<file path="src/rtl/matrix_ldst_unit_pkg.sv">
// Shared types for the matrix load/store unit: op encodings, FSM states, default geometry.
// Pure declarations; no latency or flow-control behaviour of its own.
// Consumers import with matrix_ldst_unit_pkg::*.
package matrix_ldst_unit_pkg;

    localparam int DEF_MAT_DIM = 4;
    localparam int DEF_ELEM_W  = 16;
    localparam int DEF_WORD_W  = 32;
    localparam int DEF_MREG_W  = 4;
    localparam int DEF_ROW_W   = DEF_MAT_DIM * DEF_ELEM_W;

    typedef logic [DEF_ROW_W-1:0] matrix_row_t;

    typedef enum logic [1:0] {
        MNONE  = 2'd0,
        MLOAD  = 2'd1,
        MSTORE = 2'd2
    } m_mem_type_t;

    typedef enum logic [2:0] {
        IDLE,
        LD_REQ,
        LD_WB,
        ST_REQ,
        DONE
    } mldst_state_t;

    function automatic logic [31:0] sext_imm(input logic [10:0] imm);
        return {{21{imm[10]}}, imm};
    endfunction

endpackage

</file>
<file path="src/rtl/matrix_ldst_unit_addr_gen.sv">
// Word address generator: eff_base + running row offset + 4*word index.
// Zero latency from state to addr; registers advance on word_adv/row_adv strobes.
// No backpressure of its own; the parent only advances when dmem_ready completes a word.
module matrix_ldst_unit_addr_gen #(
    parameter int ROW_WORDS = 2,
    parameter int WW        = 1
) (
    input  logic          CLK,
    input  logic          nRST,
    input  logic          start,
    input  logic [31:0]   base,
    input  logic [31:0]   stride,
    input  logic          word_adv,
    input  logic          row_adv,
    output logic [31:0]   addr,
    output logic [WW-1:0] word_idx,
    output logic          last_word
);

    logic [31:0] base_q;
    logic [31:0] stride_q;
    logic [31:0] row_off_q;

    assign last_word = (word_idx == WW'(ROW_WORDS - 1));
    assign addr      = base_q + row_off_q + (32'(word_idx) << 2);

    // Row offset is accumulated rather than multiplied; wraps naturally mod 2^32.
    always_ff @(posedge CLK or negedge nRST) begin
        if (!nRST) begin
            base_q    <= '0;
            stride_q  <= '0;
            row_off_q <= '0;
            word_idx  <= '0;
        end else if (start) begin
            base_q    <= base;
            stride_q  <= stride;
            row_off_q <= '0;
            word_idx  <= '0;
        end else begin
            if (word_adv)
                word_idx <= last_word ? '0 : word_idx + 1'b1;
            if (row_adv)
                row_off_q <= row_off_q + stride_q;
        end
    end

endmodule

</file>
<file path="src/rtl/matrix_ldst_unit.sv">
// Sequences ld.m/st.m as row-by-row word accesses between dmem and the matrix register file.
// Latency: load MAT_DIM*(ROW_WORDS+1)+1 cycles, store MAT_DIM*ROW_WORDS+1, with dmem_ready high.
// Backpressure: req_ready only in IDLE; each dmem access is held stable until dmem_ready.
module matrix_ldst_unit
    import matrix_ldst_unit_pkg::*;
#(
    parameter int MAT_DIM = DEF_MAT_DIM,
    parameter int ELEM_W  = DEF_ELEM_W,
    parameter int WORD_W  = DEF_WORD_W,
    parameter int MREG_W  = DEF_MREG_W,
    localparam int ROW_W     = MAT_DIM * ELEM_W,
    localparam int ROW_WORDS = ROW_W / WORD_W,
    localparam int RW        = $clog2(MAT_DIM),
    localparam int WW        = (ROW_WORDS > 1) ? $clog2(ROW_WORDS) : 1
) (
    input  logic              CLK,
    input  logic              nRST,
    input  logic              req_valid,
    output logic              req_ready,
    input  logic [1:0]        req_mem_type,
    input  logic [MREG_W-1:0] req_md,
    input  logic [31:0]       req_base,
    input  logic [10:0]       req_imm,
    input  logic [31:0]       req_stride,
    output logic              mrf_wen,
    output logic [MREG_W-1:0] mrf_waddr,
    output logic [RW-1:0]     mrf_wrow,
    output logic [ROW_W-1:0]  mrf_wdata,
    output logic [MREG_W-1:0] mrf_raddr,
    output logic [RW-1:0]     mrf_rrow,
    input  logic [ROW_W-1:0]  mrf_rdata,
    output logic              dmem_ren,
    output logic              dmem_wen,
    output logic [31:0]       dmem_addr,
    output logic [WORD_W-1:0] dmem_store,
    input  logic [WORD_W-1:0] dmem_load,
    input  logic              dmem_ready,
    output logic              busy,
    output logic              done,
    output logic [MREG_W-1:0] done_md
);

    mldst_state_t      state_q, state_nxt;
    logic [MREG_W-1:0] md_q;
    logic [RW-1:0]     row_q;
    logic [ROW_W-1:0]  row_buf_q;
    logic [31:0]       gen_addr;
    logic [WW-1:0]     word_idx;
    logic              last_word;
    logic              last_row;
    logic              accept;
    logic              word_adv;
    logic              row_adv;

    assign accept   = req_valid && req_ready;
    assign last_row = (row_q == RW'(MAT_DIM - 1));
    assign word_adv = ((state_q == LD_REQ) || (state_q == ST_REQ)) && dmem_ready;
    assign row_adv  = (state_q == LD_WB) ||
                      ((state_q == ST_REQ) && dmem_ready && last_word);

    matrix_ldst_unit_addr_gen #(
        .ROW_WORDS (ROW_WORDS),
        .WW        (WW)
    ) u_addr_gen (
        .CLK       (CLK),
        .nRST      (nRST),
        .start     (accept),
        .base      (req_base + sext_imm(req_imm)),
        .stride    (req_stride),
        .word_adv  (word_adv),
        .row_adv   (row_adv),
        .addr      (gen_addr),
        .word_idx  (word_idx),
        .last_word (last_word)
    );

    always_ff @(posedge CLK or negedge nRST) begin
        if (!nRST)
            state_q <= IDLE;
        else
            state_q <= state_nxt;
    end

    always_comb begin
        state_nxt  = state_q;
        req_ready  = 1'b0;
        busy       = 1'b1;
        mrf_wen    = 1'b0;
        mrf_waddr  = '0;
        mrf_wrow   = '0;
        mrf_wdata  = '0;
        mrf_raddr  = '0;
        mrf_rrow   = '0;
        dmem_ren   = 1'b0;
        dmem_wen   = 1'b0;
        dmem_addr  = '0;
        dmem_store = '0;
        done       = 1'b0;
        done_md    = '0;
        unique case (state_q)
            IDLE: begin
                req_ready = 1'b1;
                busy      = 1'b0;
                // MNONE is accepted but leaves the unit in IDLE.
                if (req_valid) begin
                    case (req_mem_type)
                        MLOAD:   state_nxt = LD_REQ;
                        MSTORE:  state_nxt = ST_REQ;
                        default: state_nxt = IDLE;
                    endcase
                end
            end
            LD_REQ: begin
                dmem_ren  = 1'b1;
                dmem_addr = gen_addr;
                if (dmem_ready && last_word)
                    state_nxt = LD_WB;
            end
            LD_WB: begin
                mrf_wen   = 1'b1;
                mrf_waddr = md_q;
                mrf_wrow  = row_q;
                mrf_wdata = row_buf_q;
                state_nxt = last_row ? DONE : LD_REQ;
            end
            ST_REQ: begin
                mrf_raddr  = md_q;
                mrf_rrow   = row_q;
                dmem_wen   = 1'b1;
                dmem_addr  = gen_addr;
                dmem_store = mrf_rdata[word_idx*WORD_W +: WORD_W];
                if (dmem_ready && last_word && last_row)
                    state_nxt = DONE;
            end
            DONE: begin
                done      = 1'b1;
                done_md   = md_q;
                state_nxt = IDLE;
            end
            default: state_nxt = IDLE;
        endcase
    end

    always_ff @(posedge CLK or negedge nRST) begin
        if (!nRST) begin
            md_q      <= '0;
            row_q     <= '0;
            row_buf_q <= '0;
        end else begin
            if (accept) begin
                md_q  <= req_md;
                row_q <= '0;
            end else if (row_adv) begin
                row_q <= last_row ? '0 : row_q + 1'b1;
            end
            if ((state_q == LD_REQ) && dmem_ready)
                row_buf_q[word_idx*WORD_W +: WORD_W] <= dmem_load;
        end
    end

endmodule
</file>
<file path="config.mk">
export PLATFORM = sky130hd
export DESIGN_NAME = matrix_ldst_unit
export DESIGN_NICKNAME = d
export VERILOG_FILES = /design/src/rtl/matrix_ldst_unit_pkg.sv /design/src/rtl/matrix_ldst_unit_addr_gen.sv /design/src/rtl/matrix_ldst_unit.sv
export SDC_FILE = /design/constraint.sdc
export NUM_CORES = 1
export LEC_CHECK = 0
export CORE_MARGIN = 2
export CORE_UTILIZATION = 35
export CTS_BUF_LIST = sky130_fd_sc_hd__clkbuf_2 sky130_fd_sc_hd__clkbuf_4 sky130_fd_sc_hd__clkbuf_8
export DETAILED_ROUTE_END_ITERATION = 10
export PLACE_DENSITY = 0.57
export SYNTH_ARGS = -nofsm -noshare
export SYNTH_HDL_FRONTEND = slang
export SYNTH_HIERARCHICAL = 1
export SYNTH_SLANG_ARGS = --single-unit
</file>
<file path="constraint.sdc">
create_clock -name CLK -period 4.8 [get_ports CLK]
set_clock_uncertainty 0.15 [all_clocks]
set_input_delay 0.72 -clock CLK [delete_from_list [all_inputs] [get_ports CLK]]
set_output_delay 0.72 -clock CLK [all_outputs]
set_load 0.01 [all_outputs]
</file>
# Yosys cells after proc, flatten, opt, wreduce, memory -nomap -nowiden
# Cells that the tools add are included.
# op_classes
n_addsub,7
eq_ne,10
shift,3
mux,29
reduce_logical,14
# ops
operator,n
32-bit two-way mux,4
32-bit adder,3
64-bit bitwise mux,1
64-bit two-way mux,1
"32-bit by 34-bit variable shift with 64-bit output, first input constant",1
32-bit by 34-bit indexed part select with 64-bit output,1
64-bit by 7-bit indexed part select with 32-bit output,1
6-bit negator with 34-bit output,1
32-bit by 3-bit adder with 32-bit output,1
3-bit two-way mux,4
4-bit two-way mux,3
3-bit one-hot mux with 4 select lines,1
2-bit two-way mux,5
1-bit two-way mux,9
1-bit logical AND,7
"3-bit by 2-bit equality test with 1-bit output, second input constant",2
"2-bit equality test, second input constant",2
"2-bit by 1-bit != test with 1-bit output, second input constant",2
2-bit one-hot mux with 2 select lines,1
2-bit nonzero test,2
"3-bit by 1-bit equality test with 1-bit output, second input constant",1
"3-bit equality test, second input constant",1
3-bit zero test,1
3-bit AND reduction,1
other kinds (6),7
# word_totals
register_bits,170
inputBits,181
output_inout_bits,150
word_cells,71

# Depth between registers and ports, before layout
# Gate-level depths: netlist (run 1).
# logic_depth
ltp_word,6
depth_mapped,13

# By module
# The synthesis (run 1) kept the hierarchy.
# by_module_without_submodules
mod,n_inst,cells_per_inst,area_each_um2
matrix_ldst_unit_addr_gen,1,729,7244.4
matrix_ldst_unit,1,651,5893.2

# Least setup slack after synthesis (run 1)
# OpenSTA, ideal clock, no wires.
# synth_timing
path_kind,register to output
from,register u_addr_gen.word_idx (netlist: u_addr_gen/last_word)
to,output dmem_addr[28]
t_arrival_ns,3.268
t_required_ns,3.930
path_slack_ns,0.662
stages_incl_launch_ff,14
path_cell_list,dfrtp_1 > inv_1 > fa_1 > inv_1 > ha_1 > a211oi_1 > nor2_1 > o31a_1 > a221o_1 > a41oi_1 > o21ai_1 > a31oi_1 > xnor2_1 > and2_1
# synth_via
elab_chain_cells,2
# synth_lines
element,line,text
"start, declared",matrix_ldst_unit_addr_gen.sv:16,"output logic [WW-1:0] word_idx,"
"start signal, assigned",matrix_ldst_unit_addr_gen.sv:41,word_idx <= last_word ? '0 : word_idx + 1'b1;
32-bit by 3-bit adder with 32-bit output,matrix_ldst_unit_addr_gen.sv:25,assign addr = base_q + row_off_q + (32'(word_idx) << 2);
named net gen_addr[28],matrix_ldst_unit.sv:47,logic [31:0] gen_addr;
32-bit two-way mux,matrix_ldst_unit.sv:100,unique case (state_q)
"end, declared",matrix_ldst_unit.sv:34,"output logic [31:0] dmem_addr,"
# The timed path passes the listed nets, and every way through them passes these cells.

# Worst setup path in the final report (run 1)
# layout_timing
from,register u_addr_gen.row_off_q[2]
to,output dmem_addr[26]
# layout_via
elab_chain_cells,3
# layout_lines
element,line,text
"start, declared",matrix_ldst_unit_addr_gen.sv:22,logic [31:0] row_off_q;
"start signal, assigned",matrix_ldst_unit_addr_gen.sv:43,row_off_q <= row_off_q + stride_q;
32-bit adder,matrix_ldst_unit_addr_gen.sv:25,
32-bit by 3-bit adder with 32-bit output,matrix_ldst_unit_addr_gen.sv:25,
named net gen_addr[26],matrix_ldst_unit.sv:47,
32-bit two-way mux,matrix_ldst_unit.sv:100,
# The timed path passes the listed nets, and every way through them passes these cells.

==> results of run 1 <==
## stage by stage
| stage | worst slack, ns | instances | cell area [um^2] | hold WS (ns) | util, % |
|---|---|---|---|---|---|
| after global routing | -0.157 | 2187 | 17700 | 0.375 | 48.1 |
| after floorplan | 0.662 | 1380 | 13100 | 0.274 | - |
| after CTS | 0.00170 | 2178 | 17600 | 0.362 | 47.8 |
| final | -0.00529 | 2188 | 17700 | 0.359 | 48.1 |
| after global placement | -0.00485 | 2137 | 17000 | 0.330 | 46.2 |
| after detailed placement | -0.0483 | 2137 | 17000 | 0.335 | 46.2 |
## routing by layer
| layer | track usage (%) | share of wire (%) | vias up |
|---|---|---|---|
| met2 | 34.4 | 49 | 263 |
| met1 | 28.0 | 45 | 5605 |
| met4 | 5.65 | 1.5 | 8 |
| li1 | - | - | 5643 |
| met5 | 0 | 0.12 | - |
| met3 | 3.78 | 4.3 | 38 |
## registers in the layout (all words and copies together) (netlist names)
signal / cells
state_q: 3
md_q: 4
u_addr_gen/last_word: 1
u_addr_gen/row_off_q: 32
row_buf_q: 64
u_addr_gen/base_q: 32
u_addr_gen/stride_q: 32
row_q: 2
## power breakdown
part           switching [mW]  total [mW]  internal [mW]
Sequential              0.510        2.65           2.14
Combinational            4.14        8.13           3.99
Clock                   0.688        1.10          0.409
## worst max path at each step
| stage | start | to | cells after the start |
|---|---|---|---|
| detailed placement | u_addr_gen/last_word$_DFFE_PN0P_ | dmem_addr[27] | 13 |
| global route | u_addr_gen/last_word$_DFFE_PN0P_ | dmem_addr[31] | 15 |
| floorplan | u_addr_gen/last_word$_DFFE_PN0P_ | dmem_addr[28] | 13 |
| global placement | u_addr_gen/last_word$_DFFE_PN0P_ | dmem_addr[28] | 14 |
| CTS | u_addr_gen/row_off_q[2]$_DFFE_PN0P_ | dmem_addr[18] | 14 |
| finish | u_addr_gen/row_off_q[2]$_DFFE_PN0P_ | dmem_addr[26] | 15 |
## critical path, cell delays in order, from the launching register on
cell       delay [ns]
dfrtp_1          0.38
inv_2            0.05
fa_2             0.62
inv_2            0.06
ha_4             0.22
a211oi_2         0.17
nor2_1           0.08
o31a_1           0.29
a221o_2          0.47
a2111oi_4        0.32
a211o_1          0.22
buf_4            0.13
buf_6            0.08
xnor2_1          0.09
and2_1           0.13
buf_2            0.13
## cell usage after synthesis, types with 7 or more instances
cell type  instances  area, um^2
nor2b_1           11        68.8
o211ai_1          10        75.1
buf_2              7        35.0
nand2_1           74         278
mux2_2           131        1480
clkbuf_1          45         169
a21oi_1          102         510
inv_1             37         139
and2_1           115         719
o21a_1             9        67.6
nand3_1           18        90.1
a211oi_1          15         113
a31oi_1           11        68.8
buf_1              9        33.8
nand4_1           13        81.3
xor2_1            23         201
nand3b_1           8        60.1
o21ai_0           52         260
ha_1             124        1550
nand2b_1           7        43.8
nor2_1           108         405
mux2i_1           54         541
a21o_1            32         240
a211o_1            7        61.3
nor3_1            15        75.1
o21bai_1          14         105
dfrtp_1          170        4250
and3_1            10        62.6
xnor2_1           49         429
## cell type report
| type | count | area, um^2 |
|---|---|---|
| diodes | 4 | 10.0 |
| clock inverters | 15 | 199 |
| inverters | 37 | 139 |
| well taps | 468 | 586 |
| repair buffers | 366 | 3570 |
| clock buffers | 17 | 234 |
| multi-input cells | 1111 | 8700 |
| flip-flops and latches | 170 | 4260 |
| fillers | 3512 | 19100 |
## logic make-up (layout without fill, tap and decap cells)
family / after synthesis / count (layout) / share of synthesized area [%]
buffers and inverters: 99 / 435 / 2.92
XOR/XNOR: 72 / 72 / 4.80
multiplexers: 186 / 186 / 15.4
AND/OR/NAND/NOR: 419 / 419 / 16.8
AO/OA/AOI/OAI: 306 / 306 / 15.2
adder cells (fa/ha/maj): 128 / 128 / 12.4
flip-flops: 170 / 170 / 32.4
other: 0 / 4 / 0
## repair_timing
action | in CTS | in global routing
setup buffers | 8 | 7
hold buffers | 1 | 0
pin swaps | 21 | 18
gates resized for setup | 60 | 24
endpoints found under the hold margin | 13 | 0
setup endpoints to repair | 19 | 16
==> impl_metrics.csv, run 1 <==
group,metric,value,unit
outcome,status,"finished with violations",
outcome,violations,"negative setup slack",
global_routing,grt_max_degree,158,
sta,setup-violations-final,1,
min_path,hold_depth,1,
synthesis,async_reset_ff_share,100,%
min_path,min-delay-start,"row_buf_q[48]$_DFFE_PN0P_",
finish,drive_above_1_share,14.7,%
sta,tns,-0.00529,ns
floorplanning,start_util,35.7,%
setup_path,critPathKind,"flip-flop to output port",
setup_path,r2r-end,"u_addr_gen/row_off_q[30]$_DFFE_PN0P_",
flow_run,drv_cap,0,
synthesis,synth_area_per_cell,9.52,um^2
setup_path,cp_max_fo,4,
synthesis,synth_area,13100,um^2
synthesis,ys_warn_count,6,
finish,layout_commonest_cell,"clkdlybuf4s50_1",
floorplanning,die_x,198,um
finish,syn_to_final_growth,34.6,%
cts,htreeDepth,4,
synthesis,synth_nets,1689,
floorplanning,fp.dieH,198,um
sta,slew_viol_final,0,
drt,drt_wl_total,41.5,mm
global_routing,grt_pass1_wl,63.4,mm
setup_path,cp-start-kind,"flip-flop",
floorplanning,io_pins,331,
drt,drt_iter0_drc,557,
power,power_density,671,nW/um^2
sta,rsz0062_at_grt,"true",
place,gp_congestion,0.863,
floorplanning,core-area,36800,um^2
drt,first_pass_iters,5,
power,vdd_drop_max,0.502,mV
sta,maxSlewHeadroom,21.1,%
finish,final_cell_mix,"clkdlybuf4s50_1 (309), dfrtp_1 (169), mux2_2 (131)",
finish,fin_nets,2012,
synthesis,ys_types,79,
sta,min_period,4.81,ns
cts,root_buffer,"clkbuf_8",
cts,cts_buffer_depth,2,
drt,detail-route-antenna-nets,0,
place,io_buffers,330,
global_routing,antenna_found_initial,8,
setup_path,crit_path_end_kind,"output port",
synthesis,ys_seq_elements,170,
setup_path,timing.rr.start,"u_addr_gen/row_off_q[0]$_DFFE_PN0P_",
sta,min_period_over_period,100,%
setup_path,cp_data_required_time,3.93,ns
synthesis,synth_ff_type,"dfrtp_1",
sta,setup_slack,-0.00529,ns
drt,post_drt_wl_per_cell,19.0,um
setup_path,r2r_slack,1.52,ns
sta,report.final.hold_viol_count,0,
setup_path,reg2reg_depth,10,
drt,num_vias,11600,
cts,cts_sinks,170,
power,p_leak,7.65,nW
power,power.total,11.9,mW
drt,vias_per_cell,5.28,
min_path,hold_path.class,"flip-flop to flip-flop",
floorplanning,die-area,39100,um^2
synthesis,synth_edf_count,0,
drt,drc,0,
global_routing,grt_overflow,0,
cts,numCtsBuffers,17,
synthesis,ys_seq_area_share,32.4,%
sta,clock.fmax,208,MHz
setup_path,cp.arrival,3.94,ns
sta,max_slew.worst_pin.slew,1.18,ns
global_routing,track_usage,20.8,%
min_path,min_to,"row_buf_q[48]$_DFFE_PN0P_",
floorplanning,num_rows,70,
cts,clk_latency,0.49,ns
cts,cts_tree,"built",
cts,clk_pin_slew,0.12,ns
synthesis,syn_inst,1380,
place,place_hpwl,31.8,mm
global_routing,grt_pass1_vias,11300,
Note: power is estimated with default switching activity, not from simulation.
==> inputs of run 2 (changes only) <==
SETUP_SLACK_MARGIN = 0.3   (was unset)
==> run 2 against run 1 <==
  * The flow now finishes without violations
  * Via count about the same
  * Design area increased by 0.16%
  * Clock-buffer cell count unchanged
  * Final cell count increased by 0.23%
  * Register-to-register slack about the same
  * Clock power about the same
  * Sequential power about the same
  * Non-clock buffer count increased by 4
  * First-iteration DRC count increased by 3.8%
  * Maximum frequency increased by 0.19%
  * Critical path type unchanged
  * Largest cell class unchanged
==> impl_metrics.csv, run 2 (synthesized netlist as in run 1, its figures left out) <==
group,metric,value,unit
drt,drc,0,
global_routing,grt_pass1_wl,63.5,mm
place,dpl_cell_area,17000,um^2
sta,tns,0,ns
min_path,hold_depth,1,
drt,vias_per_cell,5.27,
drt,detail-route-antenna-nets,0,
floorplanning,die-area,39100,um^2
cts,htreeDepth,4,
min_path,hold_path.class,"flip-flop to flip-flop",
finish,fin_nets,2016,
cts,cts_tree,"built",
outcome,status,"finished clean",
setup_path,cp.arrival,3.93,ns
cts,cts_sinks,170,
setup_path,r2r_slack,1.53,ns
drt,first_pass_iters,5,
sta,maxSlewHeadroom,22.3,%
finish,largest_reg_flops,64,
sta,min_period,4.80,ns
global_routing,antenna_found_initial,8,
place,io_buffers,330,
drt,drt_wl_total,41.5,mm
finish,layoutNonFillerInstCount,2193,
cts,clk_pin_slew,0.12,ns
sta,max_slew.worst_pin.slew,1.16,ns
floorplanning,die_x,198,um
cts,root_buffer,"clkbuf_8",
finish,syn_to_final_growth,34.9,%
sta,min_period_over_period,99.9,%
finish,drive_above_1_share,16.2,%
sta,report.final.hold_viol_count,0,
floorplanning,io_pins,331,
min_path,min-delay-start,"row_buf_q[48]$_DFFE_PN0P_",
place,place_hpwl,31.8,mm
sta,setup-violations-final,0,
floorplanning,num_rows,70,
setup_path,reg2reg_depth,10,
sta,slew_viol_final,0,
global_routing,grt_max_degree,158,
setup_path,cp_max_fo,4,
floorplanning,fp.dieH,198,um
global_routing,track_usage,20.8,%
global_routing,grt_overflow,0,
setup_path,cp_data_required_time,3.93,ns
drt,drt_iter0_drc,578,
place,gp_congestion,0.863,
power,vdd_drop_max,0.495,mV
cts,numCtsBuffers,17,
setup_path,critPathKind,"flip-flop to output port",
flow_run,drv_cap,0,
place,pre_cts_ws,-0.0483,ns
floorplanning,start_util,35.7,%
setup_path,timing.rr.start,"u_addr_gen/row_off_q[0]$_DFFE_PN0P_",
drt,num_vias,11600,
place,dpl.cell_count,2137,
finish,post-route-util,48.2,%
cts,cts_buffer_depth,2,
sta,rsz0062_at_grt,"true",
cts,clk_latency,0.49,ns
floorplanning,core-area,36800,um^2
setup_path,r2r-end,"u_addr_gen/row_off_q[30]$_DFFE_PN0P_",
power,p_leak,7.69,nW
setup_path,crit_path_end_kind,"output port",
finish,largest-register,"row_buf_q",
power,power.total,11.9,mW
sta,clock.fmax,208,MHz
finish,final_cell_mix,"clkdlybuf4s50_1 (304), dfrtp_1 (169), mux2_2 (131)",
sta,setup_slack,0.00365,ns
global_routing,grt_pass1_vias,11400,
min_path,min_to,"row_buf_q[48]$_DFFE_PN0P_",
setup_path,cp-start-kind,"flip-flop",
power,power_density,672,nW/um^2
drt,post_drt_wl_per_cell,18.9,um
sta,hold_ws,0.359,ns
finish,layout_commonest_cell,"clkdlybuf4s50_1",
finish,stdcell_area,17700,um^2
[run 2: cell types whose count changed in the layout (fill, tap and decap cells not counted), sizes merged]
| cell | change |
|---|---|
| diode | +1 |
| buf | +15 |
| dlygate4sd2 | -7 |
| dlymetal6s2s | +1 |
| clkdlybuf4s50 | -5 |
[run 2: report_power, final]
| part | switching (mW) | internal, mW | leakage [nW] |
|---|---|---|---|
| Sequential | 0.508 | 2.14 | 2.05 |
| Combinational | 4.16 | 4.00 | 5.43 |
| Clock | 0.687 | 0.409 | 0.213 |
| Total | 5.36 | 6.55 | 7.69 |
[run 2: layout make-up]
cell class | instances | area, um^2
repair buffers | 370 | 3560
fillers | 3510 | 19100
diodes | 5 | 12.5
clock buffers | 17 | 234
well taps | 468 | 586
clock inverters | 15 | 199
flip-flops and latches | 170 | 4260
multi-input cells | 1111 | 8730
inverters | 37 | 139
[run 2: worst max-delay path by stage]
| stage | startpoint | endpoint | slack [ns] | depth (start not counted) |
|---|---|---|---|---|
| 4_1_cts | u_addr_gen/row_off_q[2]$_DFFE_PN0P_ | dmem_addr[30] | 0.03 | 15 |
| 3_5_place_dp | u_addr_gen/last_word$_DFFE_PN0P_ | dmem_addr[27] | -0.05 | 13 |
| 6_report | u_addr_gen/row_off_q[2]$_DFFE_PN0P_ | dmem_addr[30] | 0.004 | 15 |
| 5_1_grt | u_addr_gen/row_off_q[2]$_DFFE_PN0P_ | dmem_addr[30] | -0.14 | 15 |
| 3_3_place_gp | u_addr_gen/last_word$_DFFE_PN0P_ | dmem_addr[28] | -0.005 | 14 |
| 2_1_floorplan | u_addr_gen/last_word$_DFFE_PN0P_ | dmem_addr[28] | 0.66 | 13 |
[run 2: repair_timing]
action	in CTS	in global routing
hold buffers	1	0
cloned	0	0
gates resized for setup	104	32
hold endpoints to repair	13	0
pin swaps	28	17
setup buffers	10	8
endpoints found under the setup margin	23	24
[run 2: routing by layer]
metal	GRT usage (%)	vias up	part of all wire, %
li1	-	5652	-
met1	28.0	5629	45
met2	34.5	230	49
met3	3.87	41	4.1
met4	5.54	8	1.6
met5	0	-	0.12
[run 2: critical path: stages (launching register included)]
cell	delay, ns
dfrtp_1	0.38
inv_2	0.05
fa_2	0.61
inv_2	0.06
ha_4	0.21
a211oi_2	0.17
nor2_1	0.09
o31a_1	0.29
a221o_2	0.46
a2111oi_4	0.34
a211o_1	0.22
buf_6	0.11
o21ai_2	0.04
xor2_1	0.13
and2_1	0.13
buf_2	0.14
